--- config.mk ---
export PLATFORM = sky130hd
export DESIGN_NAME = alu_seq
export DESIGN_NICKNAME = d
export VERILOG_FILES = /design/src/rtl/alu_seq.sv
export SDC_FILE = /design/constraint.sdc
export NUM_CORES = 2
export LEC_CHECK = 0
export ABC_AREA = 1
export CAP_MARGIN = 10
export CORE_MARGIN = 2
export CORE_UTILIZATION = 67
export CTS_CLUSTER_SIZE = 8
export DETAILED_ROUTE_END_ITERATION = 8
export DONT_BUFFER_PORTS = 1
export PLACE_DENSITY_LB_ADDON = 0.2
export REMOVE_ABC_BUFFERS = 1
export SYNTH_ARGS = -nofsm -noshare
export SYNTH_HDL_FRONTEND = slang
export SYNTH_SLANG_ARGS = --single-unit
export TNS_END_PERCENT = 10
--- constraint.sdc ---
create_clock -name clk -period 4.9 [get_ports clk]
set_input_delay 0.735 -clock clk [delete_from_list [all_inputs] [get_ports clk]]
set_output_delay 0.735 -clock clk [all_outputs]
set_load 0.1 [all_outputs]
--- src/rtl/alu_seq.sv ---
// Handshaked Y86-64 ALU: registered add/sub/and/xor, iterative signed multiply, ZF/SF/OF register.
// Build option: define ALU_SAT_EN to saturate add/sub/mul results on signed overflow.
module alu_seq #(
    parameter int WIDTH  = 64,
    parameter int CTRL_W = 3
) (
    input  logic              clk,
    input  logic              rst_n,
    input  logic [CTRL_W-1:0] control,
    input  logic [WIDTH-1:0]  a,
    input  logic [WIDTH-1:0]  b,
    input  logic              set_cc,
    input  logic              in_valid,
    output logic              in_ready,
    output logic [WIDTH-1:0]  ans,
    output logic              overflow,
    output logic              out_valid,
    input  logic              out_ready,
    output logic [2:0]        cc
);

    localparam int CNT_W = $clog2(WIDTH);

    localparam logic [CTRL_W-1:0] OP_ADD = CTRL_W'(0);
    localparam logic [CTRL_W-1:0] OP_SUB = CTRL_W'(1);
    localparam logic [CTRL_W-1:0] OP_AND = CTRL_W'(2);
    localparam logic [CTRL_W-1:0] OP_XOR = CTRL_W'(3);
    localparam logic [CTRL_W-1:0] OP_MUL = CTRL_W'(4);

`ifdef ALU_SAT_EN
    localparam logic [WIDTH-1:0] MAX_POS = {1'b0, {(WIDTH-1){1'b1}}};
    localparam logic [WIDTH-1:0] MIN_NEG = {1'b1, {(WIDTH-1){1'b0}}};
`endif

    typedef enum logic [1:0] {
        IDLE,
        MUL,
        DONE
    } state_t;

    state_t             state;
    logic [WIDTH-1:0]   ans_q;
    logic               ovf_q;
    logic               out_valid_q;
    logic [2:0]         cc_q;

    // Multiplier datapath: magnitudes, product sign and the latched set_cc.
    logic [2*WIDTH-1:0] mcand;
    logic [WIDTH-1:0]   mplier;
    logic [2*WIDTH-1:0] acc;
    logic               neg;
    logic [CNT_W-1:0]   cnt;
    logic               cc_pend;

    logic               accept;
    logic [WIDTH-1:0]   sum;
    logic [WIDTH-1:0]   diff;
    logic [WIDTH-1:0]   op_res;
    logic               op_ovf;
    logic [WIDTH-1:0]   a_mag;
    logic [WIDTH-1:0]   b_mag;
    logic [2*WIDTH-1:0] acc_step;
    logic [2*WIDTH-1:0] prod;
    logic [WIDTH:0]     prod_hi;
    logic [WIDTH-1:0]   mul_res;
    logic               mul_ovf;

    assign in_ready  = (state == IDLE) || (state == DONE && out_ready);
    assign accept    = in_valid && in_ready;
    assign ans       = ans_q;
    assign overflow  = ovf_q;
    assign out_valid = out_valid_q;
    assign cc        = cc_q;

    // |MIN| wraps to itself, which is the correct unsigned magnitude 2^(WIDTH-1).
    assign a_mag = a[WIDTH-1] ? -a : a;
    assign b_mag = b[WIDTH-1] ? -b : b;

    // NOTE: every signal written in an always_comb gets a default first so no latch is inferred.
    always_comb begin
        sum    = a + b;
        diff   = a - b;
        op_res = '0;
        op_ovf = 1'b0;
        case (control)
            OP_ADD: begin
                op_res = sum;
                op_ovf = (a[WIDTH-1] == b[WIDTH-1]) && (sum[WIDTH-1] != a[WIDTH-1]);
            end
            OP_SUB: begin
                op_res = diff;
                op_ovf = (a[WIDTH-1] != b[WIDTH-1]) && (diff[WIDTH-1] != a[WIDTH-1]);
            end
            OP_AND:  op_res = a & b;
            OP_XOR:  op_res = a ^ b;
            default: op_res = '0;
        endcase
`ifdef ALU_SAT_EN
        // On add/sub overflow the true result carries the sign of a.
        if (op_ovf) op_res = a[WIDTH-1] ? MIN_NEG : MAX_POS;
`endif
    end

    // Final multiply step: last shift-add, sign application and overflow detection in one edge.
    always_comb begin
        acc_step = acc + (mplier[0] ? mcand : '0);
        prod     = neg ? -acc_step : acc_step;
        prod_hi  = prod[2*WIDTH-1:WIDTH-1];
        mul_ovf  = (|prod_hi) && !(&prod_hi);
        mul_res  = prod[WIDTH-1:0];
`ifdef ALU_SAT_EN
        if (mul_ovf) mul_res = neg ? MIN_NEG : MAX_POS;
`endif
    end

    // NOTE: sequential state uses non-blocking assignments only, so every register samples pre-edge values.
    always_ff @(posedge clk) begin
        if (!rst_n) begin
            // NOTE: datapath registers are reset too; they are few and this keeps simulation free of X.
            state       <= IDLE;
            ans_q       <= '0;
            ovf_q       <= 1'b0;
            out_valid_q <= 1'b0;
            cc_q        <= 3'b100;
            mcand       <= '0;
            mplier      <= '0;
            acc         <= '0;
            neg         <= 1'b0;
            cnt         <= '0;
            cc_pend     <= 1'b0;
        end else if (accept) begin
            cc_pend <= set_cc;
            if (control == OP_MUL) begin
                state       <= MUL;
                out_valid_q <= 1'b0;
                mcand       <= {{WIDTH{1'b0}}, a_mag};
                mplier      <= b_mag;
                acc         <= '0;
                neg         <= a[WIDTH-1] ^ b[WIDTH-1];
                cnt         <= '0;
            end else begin
                state       <= DONE;
                out_valid_q <= 1'b1;
                ans_q       <= op_res;
                ovf_q       <= op_ovf;
                if (set_cc) cc_q <= {op_res == '0, op_res[WIDTH-1], op_ovf};
            end
        end else if (state == DONE && out_ready) begin
            state       <= IDLE;
            out_valid_q <= 1'b0;
        end else if (state == MUL) begin
            if (cnt == CNT_W'(WIDTH - 1)) begin
                state       <= DONE;
                out_valid_q <= 1'b1;
                ans_q       <= mul_res;
                ovf_q       <= mul_ovf;
                if (cc_pend) cc_q <= {mul_res == '0, mul_res[WIDTH-1], mul_ovf};
            end else begin
                acc    <= acc_step;
                mcand  <= mcand << 1;
                mplier <= mplier >> 1;
                cnt    <= cnt + CNT_W'(1);
            end
        end
    end

endmodule

==> flow_summary.yaml, run 1 <==
outcome:
  outcome: "stopped before the end"
  outcome.stop_stage: "5_1_grt"
  firstError: "[ERROR GRT-0116] Global routing finished with congestion. Check the congestion regions in the DRC Viewer."
synth:
  synth-edff-count: 0
  synth-warning-count: 0
  postSynth.asyncResetShare_pct: 0
  avgSynthCellArea_sq_um: 5.30
  synthCells: 9318
  syn-cell-area_sq_um: 49400
  ys_seq_elements: 398
  synth-main-ff-cell: "dfxtp_1"
  synth.yosys.seq_area_share_pct: 16.1
  synthDistinctLibCells: 65
global_route:
  largest_net_degree_at_the_start_of_global_routing: 129
  grt_pass1_vias: 65800
  gr-usage-all-layers_pct: 64.2
  grt.overflow.total: 62
  first_pass_grt_wire_length_microns: 377000
clocking:
  clk_root_buffer_cell: "clkbuf_16"
  maximum_level_of_the_cts_h_tree: 2
  cts_inserted_buffers: 57
  numClockSinks: 398
  cts_max_path_buffers: 3
place:
  placement.io_buffers: 0
  post-dp-hpwl_microns: 172000
  place_area_sq_um: 54600
  finalWeightedCongestion: 1.33
die:
  floorplan.die.width_microns: 276
  initial_core_util_pct: 67.7
  core.rowCount: 99
  die_h_microns: 276
  boundaryPins: 206
metrics by stage:
step,util [%],std cells,worst slack [ns],TNS [ns],hold slack (ns)
floorplan,-,9042,-14.03,-4595.48,0.445
global placement,74.8,10600,-0.171,-0.341,0.454
detailed placement,74.8,10600,-0.235,-0.491,0.459
CTS,77.5,10700,0.000497,0,0.214
Yosys cell counts, types with 3 or more instances:
cell type,number,area share [%]
a211oi_1,3,0.046
a21boi_0,9,0.14
a21o_1,15,0.23
a21oi_1,829,8.4
a221oi_1,22,0.39
a22oi_1,120,1.8
a31oi_1,69,0.87
and2_1,3,0.038
and3_1,5,0.063
buf_1,18,0.14
buf_2,6,0.061
clkbuf_1,251,1.9
clkinv_1,10,0.076
dfxtp_1,398,16
fa_1,3,0.12
ha_1,258,6.5
inv_1,1442,11
inv_2,35,0.27
nand2_1,3139,24
nand2_2,49,0.62
nand3_1,588,6.0
nand3_2,22,0.45
nand3b_1,24,0.36
nand4_1,113,1.4
nor2_1,993,7.5
nor2_2,64,0.81
nor2_4,10,0.23
nor3_1,83,0.84
nor3_2,20,0.41
nor4_1,54,0.68
o2111ai_1,3,0.053
o211ai_1,42,0.64
o21a_1,29,0.44
o21ai_0,332,3.4
o21ai_1,19,0.19
o21bai_1,23,0.35
o221ai_1,9,0.16
o22ai_1,11,0.14
o31ai_1,5,0.076
or2_2,24,0.30
xnor2_1,24,0.43
xor2_1,112,2.0
per-layer routing:
metal	overflow	track usage (%)
met1	0	65.4
met5	0	18.7
met4	28	59.7
met3	4	45.7
met2	30	83.6
what timing repair did:
action,4_1_cts
gates cloned,2
resized for setup,89
hold buffers,0
endpoints found under the setup margin,3
setup buffers,3
pin swaps,2
logic make-up after synthesis:
kind of cell	after synthesis	share of synthesized area, %
DFF	398	16.1
adders and majority gates	261	6.65
muxes	1	0.0203
and+or+nand+nor	5204	43.8
xor gates and xnor gates	136	2.41
buffers and inverters	1763	13.4
AOI/OAI and AO/OA	1555	17.6
==> inputs of run 2 (changes only) <==
CORE_UTILIZATION = 40   (was 67)
CTS_CLUSTER_SIZE = default   (was 8)
PLACE_DENSITY_LB_ADDON = 0.15   (was 0.2)
==> flow_summary.yaml, run 2 <==
die:
  die_area_sq_um: 126000
  core.rowCount: 128
  die_h_microns: 356
  design.core.area_sq_um: 122000
  boundaryPins: 206
  initial_core_util_pct: 40.4
  floorplan.die.width_microns: 356
cells_and_area:
  area.growth.synth_to_final_pct: 31.3
  finalNetCount: 11000
  design_area_sq_um: 64900
  antenna_cells: 0
  layout_common_cells: "3075 x nand2_1, 1457 x buf_4, 1440 x inv_1"
  fraction_of_final_layout_cells_sized_beyond_drive_strength_1_pct: 19.1
  num-fill-cells: 13100
  reg_top3: "acc: 128 flops, mcand: 128 flops"
  leading_cell_type_in_the_layout_fill_and_taps_excluded: "nand2_1"
drt:
  totalWireLength_microns: 272000
  drt-vias-per-instance: 5.38
  route.antenna.remaining_nets: 0
  drt-pass1-iter-count: 6
  routed_vias: 66000
  post_drt_wl_per_cell_microns: 22.2
  dr.first_iter.drc_count: 6355
  drc: 0
timing:
  layout_setup_ws_ns: -0.515
  fin_worst_skew_ns: 0.0379
  worst_slew_margin_rel_pct: 17.7
  period_share_pct: 111
  worst_pin_slew_ns: 1.23
  setup-tns-final_ns: -1.37
  final-max-slew-violation-count: 0
  setup_viol: 3
  rsz0062_at_grt: "yes"
  final.min_clock_period_ns: 5.41
  report.final.hold_viol_count: 0
  clock.fmax_mhz: 185
clocking:
  post_cts_hold_buffer_count: 0
  clk_root_buffer_cell: "clkbuf_16"
  maximum_level_of_the_cts_h_tree: 2
  cts_tree: "done"
  path_clk_slew_ns: 0.06
  cts_inserted_buffers: 50
  numClockSinks: 398
  cts_max_path_buffers: 3
  insertion_delay_ns: 0.67
place:
  post-dp-hpwl_microns: 229000
  placement.io_buffers: 0
  finalWeightedCongestion: 1.09
  preCtsSetupSlack_ns: -0.982
  place_area_sq_um: 62300
critical_path:
  crit-reg2reg-launch: "mplier[0]"
  regToRegEndpoint: "overflow"
  required_time_reported_for_the_critical_path_endpoint_ns: 5.46
  worstSetupPathType: "reg2reg"
  reg_to_reg_slack_setup_ns: -0.51
  worst-r2r-cell-count: 41
  critPathLaunch: "mplier[0]"
  crit_slowest_cell: "dfxtp_4"
  worstPathMaxFanout: 24
  slowest_delay_ns: 0.43
  critical_path.most_common_cell: "nand2_1"
  critical_path_arrival_ns: 5.98
  worstSetupEndpoint: "overflow"
  category_of_the_worst_setup_path_launch_point: "register"
  timing.critical_path.to_type: "register"
synth:
  synth_top_cell_by_area: "nand2_1"
  synth-main-ff-cell: "dfxtp_1"
  synthDistinctLibCells: 65
  synthDominantCellAreaShare_pct: 23.8
  synth-edff-count: 0
  top_cells_by_count_synth: "3139 x nand2_1, 1442 x inv_1, 993 x nor2_1"
  synthCells: 9318
  post-synth-top-count-cell: "nand2_1"
  synth.yosys.seq_area_share_pct: 16.1
  ys_seq_elements: 398
  synthTopCellsByArea: "nand2_1 24%, dfxtp_1 16%, inv_1 11%"
  postSynth.asyncResetShare_pct: 0
  avgSynthCellArea_sq_um: 5.30
  syn-cell-area_sq_um: 49400
  synth-warning-count: 0
global_route:
  grt.busiest_layer: "met2"
  first_pass_grt_wire_length_microns: 394000
  grt.overflow.total: 0
  grt_pass1_vias: 62900
  antenna_found_initial: 3
  gr-usage-all-layers_pct: 41.6
  grt.met3_usage_pct: 5.65
  grt_use_met2_pct: 69.7
  largest_net_degree_at_the_start_of_global_routing: 183
  met1_usage_pct: 47.4
hold_path:
  hold_class: "in2reg"
pwr:
  power_density_nw_per_um2: 153
  leakage_nw: 34.7
  ir_worst_vdd_mv: 0.268
  totalPowerFinal_mw: 9.92
run:
  maxCapViolCount: 0
outcome:
  outcome: "finished, violations left"
  failing_checks: "negative setup slack"
run 2: cell counts after synthesis:
Identical to the previous run, type by type.
run 2: kinds of logic (layout without fill, tap and decap cells):
logic type | count (synthesis) | in the layout | share of synthesized area, %
AOI/OAI and AO/OA | 1555 | 1555 | 17.6
xor gates and xnor gates | 136 | 136 | 2.41
adders and majority gates | 261 | 261 | 6.65
buffers and inverters | 1763 | 3081 | 13.4
DFF | 398 | 398 | 16.1
muxes | 1 | 1 | 0.0203
and+or+nand+nor | 5204 | 5204 | 43.8
run 2: repair_timing:
| action | 4_1_cts | 5_1_grt |
|---|---|---|
| setup buffers | 3 | 0 |
| cloned | 1 | 0 |
| pin swaps | 14 | 7 |
| endpoints found under the setup margin | 6 | 13 |
| resized for setup | 182 | 60 |
run 2: worst min-delay path by stage:
| stage | start | endpoint | slack [ns] | cells past startpoint |
|---|---|---|---|---|
| finish | rst_n | ans[2] | 0.20 | 2 |
| global route | a[0] | mcand[0] | 0.21 | 2 |
| CTS | rst_n | ans[2] | 0.18 | 2 |
| detailed placement | mplier[43] | mplier[43] | 0.46 | 2 |
| global placement | mplier[3] | mplier[2] | 0.45 | 2 |
| floorplan | mplier[63] | mplier[63] | 0.45 | 2 |
run 2: layer usage:
metal  vias to the layer above  share of wire, %  wire [microns]
met5                         -                 0               0
met4                         0               9.6           26000
met3                       698               6.7           18300
met2                      2784                45          124000
met1                     30200                38          104000
li1                      32300                 -               -
run 2: through the flow:
stage | instances | hold WS, ns | utilization (%)
detailed placement | 12200 | 0.460 | 50.9
global route | 12300 | 0.211 | 53.1
finish | 12300 | 0.202 | 53.1
CTS | 12300 | 0.179 | 52.9
floorplan | 9042 | 0.445 | -
global placement | 12200 | 0.453 | 50.9
run 2: layout make-up:
cell class | count | area, sq um | share of cell area, %
clock buffer | 64 | 1390 | 2.13
clock inverter | 27 | 345 | 0.532
inverter | 1487 | 5600 | 8.63
multi-input combinational | 7157 | 35700 | 55.0
sequential | 398 | 7980 | 12.3
tap | 1625 | 2030 | 3.13
timing repair buffer | 1503 | 11900 | 18.3
run 2: power by group:
group | switching [mW] | internal (mW)
logic | 1.63 | 0.699
clock network | 1.71 | 2.33
registers | 0.264 | 3.29
total | 3.60 | 6.32
run 2: critical path, delay by kind of cell, from the launching register on:
family | cells | cell delay, ns
AO/OA/AOI/OAI | 1 | 0.23
adder cells (fa/ha/maj) | 1 | 0.29
buffers and inverters | 11 | 1.26
flip-flops | 1 | 0.43
AND/OR/NAND/NOR | 28 | 3.02
No activity file was read; power rests on OpenSTA's default activity.
